`config.mk`:
```
export PLATFORM = sky130hd
export DESIGN_NAME = fifo_wr_arb_flat
export DESIGN_NICKNAME = d
export VERILOG_FILES = /design/src/rtl/fifo_wr_arb_if.sv /design/src/rtl/fifo_wr_arb.sv /design/src/flat_wrapper.sv
export SDC_FILE = /design/constraint.sdc
export NUM_CORES = 1
export LEC_CHECK = 0
export CAP_MARGIN = 20
export CORE_ASPECT_RATIO = 0.6
export CORE_MARGIN = 5
export CORE_UTILIZATION = 39
export CTS_CLUSTER_DIAMETER = 200
export DETAILED_ROUTE_END_ITERATION = 8
export PLACE_DENSITY = 0.85
export SKIP_LAST_GASP = 1
export SLEW_MARGIN = 0
export SYNTH_ARGS = -nofsm -noshare
export SYNTH_HDL_FRONTEND = slang
export SYNTH_SLANG_ARGS = --single-unit
```
`constraint.sdc`:
```
create_clock -name clk -period 5 [get_ports clk]
set_input_delay 1 -clock clk [delete_from_list [all_inputs] [get_ports clk]]
set_output_delay 1 -clock clk [all_outputs]
set_load 0.02 [all_outputs]
```
`src/rtl/fifo_wr_arb_if.sv`:
```
// ----------------------------------------------------------------------------
// fifo_wr_arb_if
// Bundles the signals between the UART-side producers, the write arbiter
// and the FIFO write port.
//
//   req_valid   [NREQ]     per-requester beat valid
//   req_data    [NREQ*DW]  requester k data at [k*DW +: DW]
//   req_last    [NREQ]     final beat of a requester's burst
//   req_ready   [NREQ]     beat accepted when valid & ready
//   grant       [NREQ]     one-hot current owner, 0 when idle
//   wen                    FIFO write enable
//   wdata       [DW]       FIFO write data
//   wfull                  FIFO full flag
//   busy                   arbiter holds a grant
//   burst_trunc            1-cycle pulse when a burst hit the beat limit
//
// master: the environment (producers + FIFO). slave: the arbiter.
// ----------------------------------------------------------------------------
interface fifo_wr_arb_if #(
   parameter int NREQ = 4,
   parameter int DW   = 8
);
   logic [NREQ-1:0]    req_valid;
   logic [NREQ*DW-1:0] req_data;
   logic [NREQ-1:0]    req_last;
   logic [NREQ-1:0]    req_ready;
   logic [NREQ-1:0]    grant;
   logic               wen;
   logic [DW-1:0]      wdata;
   logic               wfull;
   logic               busy;
   logic               burst_trunc;

   modport master (
      output req_valid, req_data, req_last, wfull,
      input  req_ready, grant, wen, wdata, busy, burst_trunc
   );

   modport slave (
      input  req_valid, req_data, req_last, wfull,
      output req_ready, grant, wen, wdata, busy, burst_trunc
   );
endinterface

```
`src/rtl/fifo_wr_arb.sv`:
```
// ----------------------------------------------------------------------------
// fifo_wr_arb
// Round-robin arbiter sharing the single write port of the UART FIFO among
// NREQ requesters. A requester keeps the grant for a whole burst, which ends
// on its last beat, after MAX_BURST beats, or when it drops valid. Every
// write is gated by the FIFO full flag, so the FIFO can never overflow.
//
// Ports
//   clk    clock
//   rstn   synchronous, active-low reset
//   bus    fifo_wr_arb_if.slave
//          in : req_valid, req_data, req_last, wfull
//          out: req_ready, wen, wdata      (combinational)
//               grant, busy, burst_trunc   (registered)
//
// Timing: one arbitration cycle (IDLE) precedes every grant, then one beat
// per cycle while the owner is valid and the FIFO is not full.
// ----------------------------------------------------------------------------
module fifo_wr_arb #(
   parameter int NREQ      = 4,
   parameter int DW        = 8,
   parameter int MAX_BURST = 16
) (
   input logic          clk,
   input logic          rstn,
   fifo_wr_arb_if.slave bus
);

   localparam int OW = (NREQ > 1) ? $clog2(NREQ) : 1;
   localparam int CW = $clog2(MAX_BURST + 1);

   typedef enum logic {
      IDLE = 1'b0,
      LOCK = 1'b1
   } state_t;

   state_t          state_reg,    state_next;
   logic [NREQ-1:0] grant_reg,    grant_next;
   logic [OW-1:0]   owner_reg,    owner_next;
   logic [OW-1:0]   rr_ptr_reg,   rr_ptr_next;
   logic [CW-1:0]   beat_cnt_reg, beat_cnt_next;
   logic            busy_reg,     busy_next;
   logic            trunc_reg,    trunc_next;

   logic [OW-1:0]   arb_idx;
   logic            any_valid;
   logic            owner_valid;
   logic            owner_last;
   logic            xfer;
   logic [NREQ-1:0] ready;
   logic [DW-1:0]   data_masked [NREQ];
   logic [DW-1:0]   wdata;

   // ------------------------------------------------------------------------
   // Per-requester datapath. grant_reg is zero outside LOCK, so it alone
   // qualifies ready and the write-data select; non-owners never see ready.
   // ------------------------------------------------------------------------
   generate
      for (genvar gi = 0; gi < NREQ; gi++) begin : g_req
         assign ready[gi]       = grant_reg[gi] & ~bus.wfull;
         assign data_masked[gi] = grant_reg[gi] ? bus.req_data[gi*DW +: DW]
                                                : '0;
      end
   endgenerate

   // AND-OR mux: at most one masked lane is non-zero.
   always_comb begin
      wdata = '0;
      for (int k = 0; k < NREQ; k++) begin
         wdata = wdata | data_masked[k];
      end
   end

   assign owner_valid = |(bus.req_valid & grant_reg);
   assign owner_last  = |(bus.req_last  & grant_reg);
   // The full flag gates the transfer itself, so wen can never rise while
   // the FIFO is full.
   assign xfer        = owner_valid & ~bus.wfull;
   assign any_valid   = |bus.req_valid;

   // ------------------------------------------------------------------------
   // Round-robin pick: first valid index at rr_ptr+1, rr_ptr+2, ... mod NREQ.
   // Scanning from the farthest offset down lets the nearest one win last.
   // ------------------------------------------------------------------------
   always_comb begin
      logic [OW-1:0] cand;
      arb_idx = '0;
      cand    = '0;
      for (int k = NREQ; k >= 1; k--) begin
         cand = OW'((int'(rr_ptr_reg) + k) % NREQ);
         if (bus.req_valid[cand]) begin
            arb_idx = cand;
         end
      end
   end

   // ------------------------------------------------------------------------
   // State register
   // ------------------------------------------------------------------------
   always_ff @(posedge clk) begin
      if (!rstn) begin
         state_reg    <= IDLE;
         grant_reg    <= '0;
         owner_reg    <= '0;
         rr_ptr_reg   <= OW'(NREQ - 1);   // requester 0 wins the first tie
         beat_cnt_reg <= '0;
         busy_reg     <= 1'b0;
         trunc_reg    <= 1'b0;
      end else begin
         state_reg    <= state_next;
         grant_reg    <= grant_next;
         owner_reg    <= owner_next;
         rr_ptr_reg   <= rr_ptr_next;
         beat_cnt_reg <= beat_cnt_next;
         busy_reg     <= busy_next;
         trunc_reg    <= trunc_next;
      end
   end

   // ------------------------------------------------------------------------
   // Next-state logic
   // ------------------------------------------------------------------------
   always_comb begin
      state_next    = state_reg;
      grant_next    = grant_reg;
      owner_next    = owner_reg;
      rr_ptr_next   = rr_ptr_reg;
      beat_cnt_next = beat_cnt_reg;
      trunc_next    = 1'b0;

      unique case (state_reg)
         IDLE: begin
            // Arbitration bubble: the owner is chosen here, no beat moves.
            if (any_valid) begin
               state_next          = LOCK;
               owner_next          = arb_idx;
               grant_next          = '0;
               grant_next[arb_idx] = 1'b1;
               beat_cnt_next       = '0;
            end
         end

         LOCK: begin
            if (!owner_valid) begin
               // Owner went away: release without a transfer this cycle.
               state_next    = IDLE;
               grant_next    = '0;
               rr_ptr_next   = owner_reg;
               beat_cnt_next = '0;
            end else if (xfer) begin
               if (owner_last || (beat_cnt_reg == CW'(MAX_BURST - 1))) begin
                  state_next    = IDLE;
                  grant_next    = '0;
                  rr_ptr_next   = owner_reg;
                  beat_cnt_next = '0;
                  // A burst that ends exactly on the limit with last set
                  // is a normal completion, not a truncation.
                  trunc_next    = ~owner_last;
               end else begin
                  beat_cnt_next = beat_cnt_reg + CW'(1);
               end
            end
            // Owner valid but FIFO full: hold grant and count.
         end

         default: begin
            state_next = IDLE;
            grant_next = '0;
         end
      endcase

      busy_next = (state_next == LOCK);
   end

   // ------------------------------------------------------------------------
   // Outputs
   // ------------------------------------------------------------------------
   assign bus.req_ready   = ready;
   assign bus.wen         = xfer;
   assign bus.wdata       = wdata;
   assign bus.grant       = grant_reg;
   assign bus.busy        = busy_reg;
   assign bus.burst_trunc = trunc_reg;

endmodule

```
`src/flat_wrapper.sv`:
```
// flat-port wrapper written by rule: the top's interface ports become plain ports
module fifo_wr_arb_flat 
#(
   parameter int NREQ      = 4,
   parameter int DW        = 8,
   parameter int MAX_BURST = 16
)
  (clk, rstn, bus_req_valid, bus_req_data, bus_req_last, bus_wfull, bus_req_ready, bus_grant, bus_wen, bus_wdata, bus_busy, bus_burst_trunc);
  fifo_wr_arb_if #(.NREQ(NREQ), .DW(DW)) bus_i ();
  input logic clk;
  input logic rstn;
  input wire logic [$bits(bus_i.req_valid)-1:0] bus_req_valid;
  input wire logic [$bits(bus_i.req_data)-1:0] bus_req_data;
  input wire logic [$bits(bus_i.req_last)-1:0] bus_req_last;
  input wire logic [$bits(bus_i.wfull)-1:0] bus_wfull;
  output wire logic [$bits(bus_i.req_ready)-1:0] bus_req_ready;
  output wire logic [$bits(bus_i.grant)-1:0] bus_grant;
  output wire logic [$bits(bus_i.wen)-1:0] bus_wen;
  output wire logic [$bits(bus_i.wdata)-1:0] bus_wdata;
  output wire logic [$bits(bus_i.busy)-1:0] bus_busy;
  output wire logic [$bits(bus_i.burst_trunc)-1:0] bus_burst_trunc;
  assign bus_i.req_valid = bus_req_valid;
  assign bus_i.req_data = bus_req_data;
  assign bus_i.req_last = bus_req_last;
  assign bus_i.wfull = bus_wfull;
  assign bus_req_ready = bus_i.req_ready;
  assign bus_grant = bus_i.grant;
  assign bus_wen = bus_i.wen;
  assign bus_wdata = bus_i.wdata;
  assign bus_busy = bus_i.busy;
  assign bus_burst_trunc = bus_i.burst_trunc;
  fifo_wr_arb #(.NREQ(NREQ), .DW(DW), .MAX_BURST(MAX_BURST)) u_core (.clk(clk), .rstn(rstn), .bus(bus_i));
endmodule
```
== Yosys cells after proc, flatten, opt, wreduce, memory -nomap -nowiden ==
Cells that the tools add are included.
Storage, ports and cells
  flip-flop bits (word level): 15
  bits of input ports: 43
  output and inout bits: 19
  word-level logic and storage cells: 82
Cells by class
  $add $sub $neg: 5
  $lt $le $gt $ge: 6
  eq/ne operators: 6
  multiplexer cells: 36
  bitwise gates (word level): 13
  reductions and logical operators: 10
Operators by type and width (number)
  2-to-1 mux 8 bit: 4
  OR 8 bit: 3
  2-to-1 mux 5 bit: 4
  2-to-1 mux 4 bit: 4
  less-than comparator 2 x 3 -> 1 bit, second input constant: 5
  2-to-1 mux 2 bit: 7
  OR reduction 4 bit: 3
  case mux 5 bit (2 select lines): 1
  2-to-1 mux 1 bit: 9
  AND 4 bit: 2
  binary-select mux 1 bit (select 2 bit): 4
  case mux 4 bit (2 select lines): 1
  inequality test 3 bit, second input constant: 2
  AND reduction 3 bit: 2
  adder 5 x 1 -> 5 bit, second input constant: 1
  AND 1 bit: 5
  == test 5 x 4 -> 1 bit, second input constant: 1
  AND reduction 5 bit: 1
  adder 2 x 1 -> 2 bit, second input constant: 2
  adder 2 bit, second input constant: 2
  inequality test 2 bit, second input constant: 2
  AND reduction 2 bit: 2
  NOT 1 bit: 3
  demux 1 bit (select 2 bit): 1
  5 further kinds: 5

== Depth between registers and ports, before layout ==
  word-level depth: 13
  mapped depth: 8
  mapped depth without buffers: 8

== Worst setup path before layout ==
No wires, ideal clock.
  path type: in2out
  start: input bus_req_valid[1]
  end: output bus_wen
  arrival time: 1733 ps
  data required time: 4000 ps
  setup slack: 2267 ps
  cell stages on the path: 3
  buffers on the path: 0
  path through: a22o_1 -> a221oi_4 -> nor2_1
On the way
  word-level cells in the longest chain between the ends: 3
RTL lines
  start: declaration: line flat_wrapper.sv:12  | input wire logic [$bits(bus_i.req_valid)-1:0] bus_req_valid;
  AND 4 bit: line fifo_wr_arb.sv:74  | assign owner_valid = |(bus.req_valid & grant_reg);
  OR reduction 4 bit: line fifo_wr_arb.sv:74
  AND 1 bit: line fifo_wr_arb.sv:78  | assign xfer = owner_valid & ~bus.wfull;
  end: declaration: line flat_wrapper.sv:18  | output wire logic [$bits(bus_i.wen)-1:0] bus_wen;
No other way between the ends.

== Worst setup path in the final report ==
Same ends and word-level chain as after synthesis.

==> flow_summary.toml <==
[outcome]
status = "completed"

[yosys]
ys.flop_type = "dfxtp_1"
seq_area_frac_synth_pct = 30.65
yosys_warnings = 0
syn_avg_cell_area_sq_um = 8.164
yosys.area.top_type = "dfxtp_1"
synth_area_leaders = "dfxtp_1 (31%), a22oi_1 (14%), nand2_1 (6.5%)"
async_flop_share_pct = 0
synthDistinctLibCells = 33
yosys.area.top_type_share_pct = 30.65
netlist_area_sq_um = 979.7
synth-seq-cells = 15
synth_edf_count = 0
syn_nets = 165
netlist_instances = 120

[layout]
mostFrequentLayoutCells = "clkdlybuf4s50_1 (61), a22oi_1 (18), nand2_1 (17)"
multiInputGateArea_sq_um = 641.9
fin_nets = 226
final_area_sq_um = 1657
largest_reg_flops = 5
fin_cells = 212
layout_commonest_cell = "clkdlybuf4s50_1"
drive_above_1_share_pct = 4.444
utilization_pct = 67.55
diodes = 0
areaGrowthSynthToFinish_pct = 69.09
fillerInstances = 192
regArea_sq_um = 300.3

[timing]
postLayoutSetupSlackWorst_ps = 1192
hold_viol = 0
timing.final.crit_share_pct = 76.17
rsz0062_at_grt = "no"
worst_pin_slew_ps = 529.2
setup-violations-final = 0
tns_ps = 0
slew_viol_final = 0
max_freq_mhz = 262.6
slew-limit-headroom_pct = 64.67
fin_skew_ps = 7.610
final.min_clock_period_ps = 3808
holdWs_ps = 481.8

[place]
place_congestion = 0.7426
dp_cells = 208
dp_hpwl_um = 2848
port_buffers = 61
dp_slack_ps = 1193
post_dp_cell_area_sq_um = 1612

[grt]
antenna_found_initial = 0
grt_pass1_vias = 1093
grt_max_degree = 14
grt_use_total_pct = 18.97
grt_pass1_wl_um = 5299
grt-ovfl-total = 0

[cts]
ctsResizeCount = 0
cts_tree = "yes"
cts_sinks = 15
cts_hold_buf = 0
clockBufferDepth = 2
clk_latency_ps = 250
cts_root_buffer = "clkbuf_8"
cts_buffers = 3
cts_setup_buffers = 0
path_clk_slew_ps = 50
cts.htree.levels = 1

[critical_path]
crit-reg2reg-launch = "u_core.bus.grant[1]"
reg2reg_depth = 5
reg2reg_to = "u_core.bus.grant[1]"
cp_top_family = "buffers and inverters"
cp-end-kind = "output pin"
criticalPathCategory = "input port to output pin"
startpoint_type = "input port"
crit_slowest_cell = "clkdlybuf4s50_1"
critical_path_arrival_ps = 2810
crit_fanout = 7
critPathBufInv = 2
max_stage_delay_ps = 550
worst_ep_required_time_ps = 4000
critical_path.cell_chain = "clkdlybuf4s50_1 -> a22o_1 -> a221oi_4 -> nor2_1 -> clkdlybuf4s50_1"
worst_path_most_repeated_cell = "clkdlybuf4s50_1"
r2r_slack_ps = 3020

[floorplanning]
rows = 14
die_w_um = 74.71
dieArea_sq_um = 3647
fp.dieH_um = 48.82
initial_core_util_pct = 39.95
core-area_sq_um = 2452
floorplan.io_pins = 62

[detailed_routing]
drt-wirelength-per-cell_um = 16.34
drtAntennaViolNets = 0
dr_total_vias = 1179
drtIter0Drc = 105
remaining_drc_errors = 0
drt_pass1_iterations = 5
finalWirelength_um = 3464
via_per_inst = 5.561

[min_path]
whs_path_depth = 2
min_to = "u_core.rr_ptr_reg[1]"
hold_start = "u_core.owner_reg[1]"
hold_class = "flip-flop to flip-flop"

[pwr]
leakage_nw = 0.6092
power.density_nw_per_um2 = 233.9
ir_worst_vdd_mv = 0.1965
total_power_mw = 0.3874

[flow_run]
cap_violations = 0
## synth_stat cells, drive strengths merged (3+ instances only)
cell type and number:
clkbuf 5, nand2b 3, nand2 18, nor2 9, nor4 3, a22o 3
nand3 3, mux2i 3, o22ai 3, nor3 3, a22oi 18, dfxtp 15
a21oi 3, nor2b 6, inv 5
## kinds of logic after synthesis
group	after synthesis	synth area share, %
compound gates	41	35.12
fa+ha+maj	2	2.554
buf+inv	10	3.832
flops	15	30.65
mux	3	3.065
simple gates	49	24.78
## metal layers
metal,part of all wire (%),track usage (%),vias to the layer above
met5,0,0,-
met4,2.9,8.284,0
met3,4.9,3.704,11
met2,51,31.20,39
met1,41,23.73,558
li1,-,-,571
## tightest hold or removal path, delay by kind of cell, from the launching register on
kind / cells / cell delay, ps
AND/OR/NAND/NOR: 1 / 60
multiplexers: 1 / 70
flip-flops: 1 / 330
## report_power, final
group	switching, mW	leakage (nW)	total [mW]	internal, mW
Sequential	0.0154	0.123	0.143	0.127
Clock	0.0397	0.0228	0.0961	0.0564
Combinational	0.0668	0.464	0.148	0.0817
Total	0.122	0.609	0.387	0.265
## how the worst max path moves through the flow
stage	cells after the start	slack, ps	from	to
floorplan	3	2270	bus_req_valid[1]	bus_wen
global placement	5	1220	bus_req_valid[1]	bus_wen
detailed placement	5	1190	bus_req_valid[1]	bus_wen
CTS	5	1190	bus_req_valid[1]	bus_wen
global route	5	1100	bus_req_valid[1]	bus_wen
finish	5	1190	bus_req_valid[1]	bus_wen
## area by class of cell
type	instances	share of cell area, %
tap	32	2.417
inverter	5	1.133
sequential	15	18.13
clock buffer	4	2.719
timing repair buffer	61	36.86
multi-input combinational	95	38.75
Power figures use the tool's default switching activity.
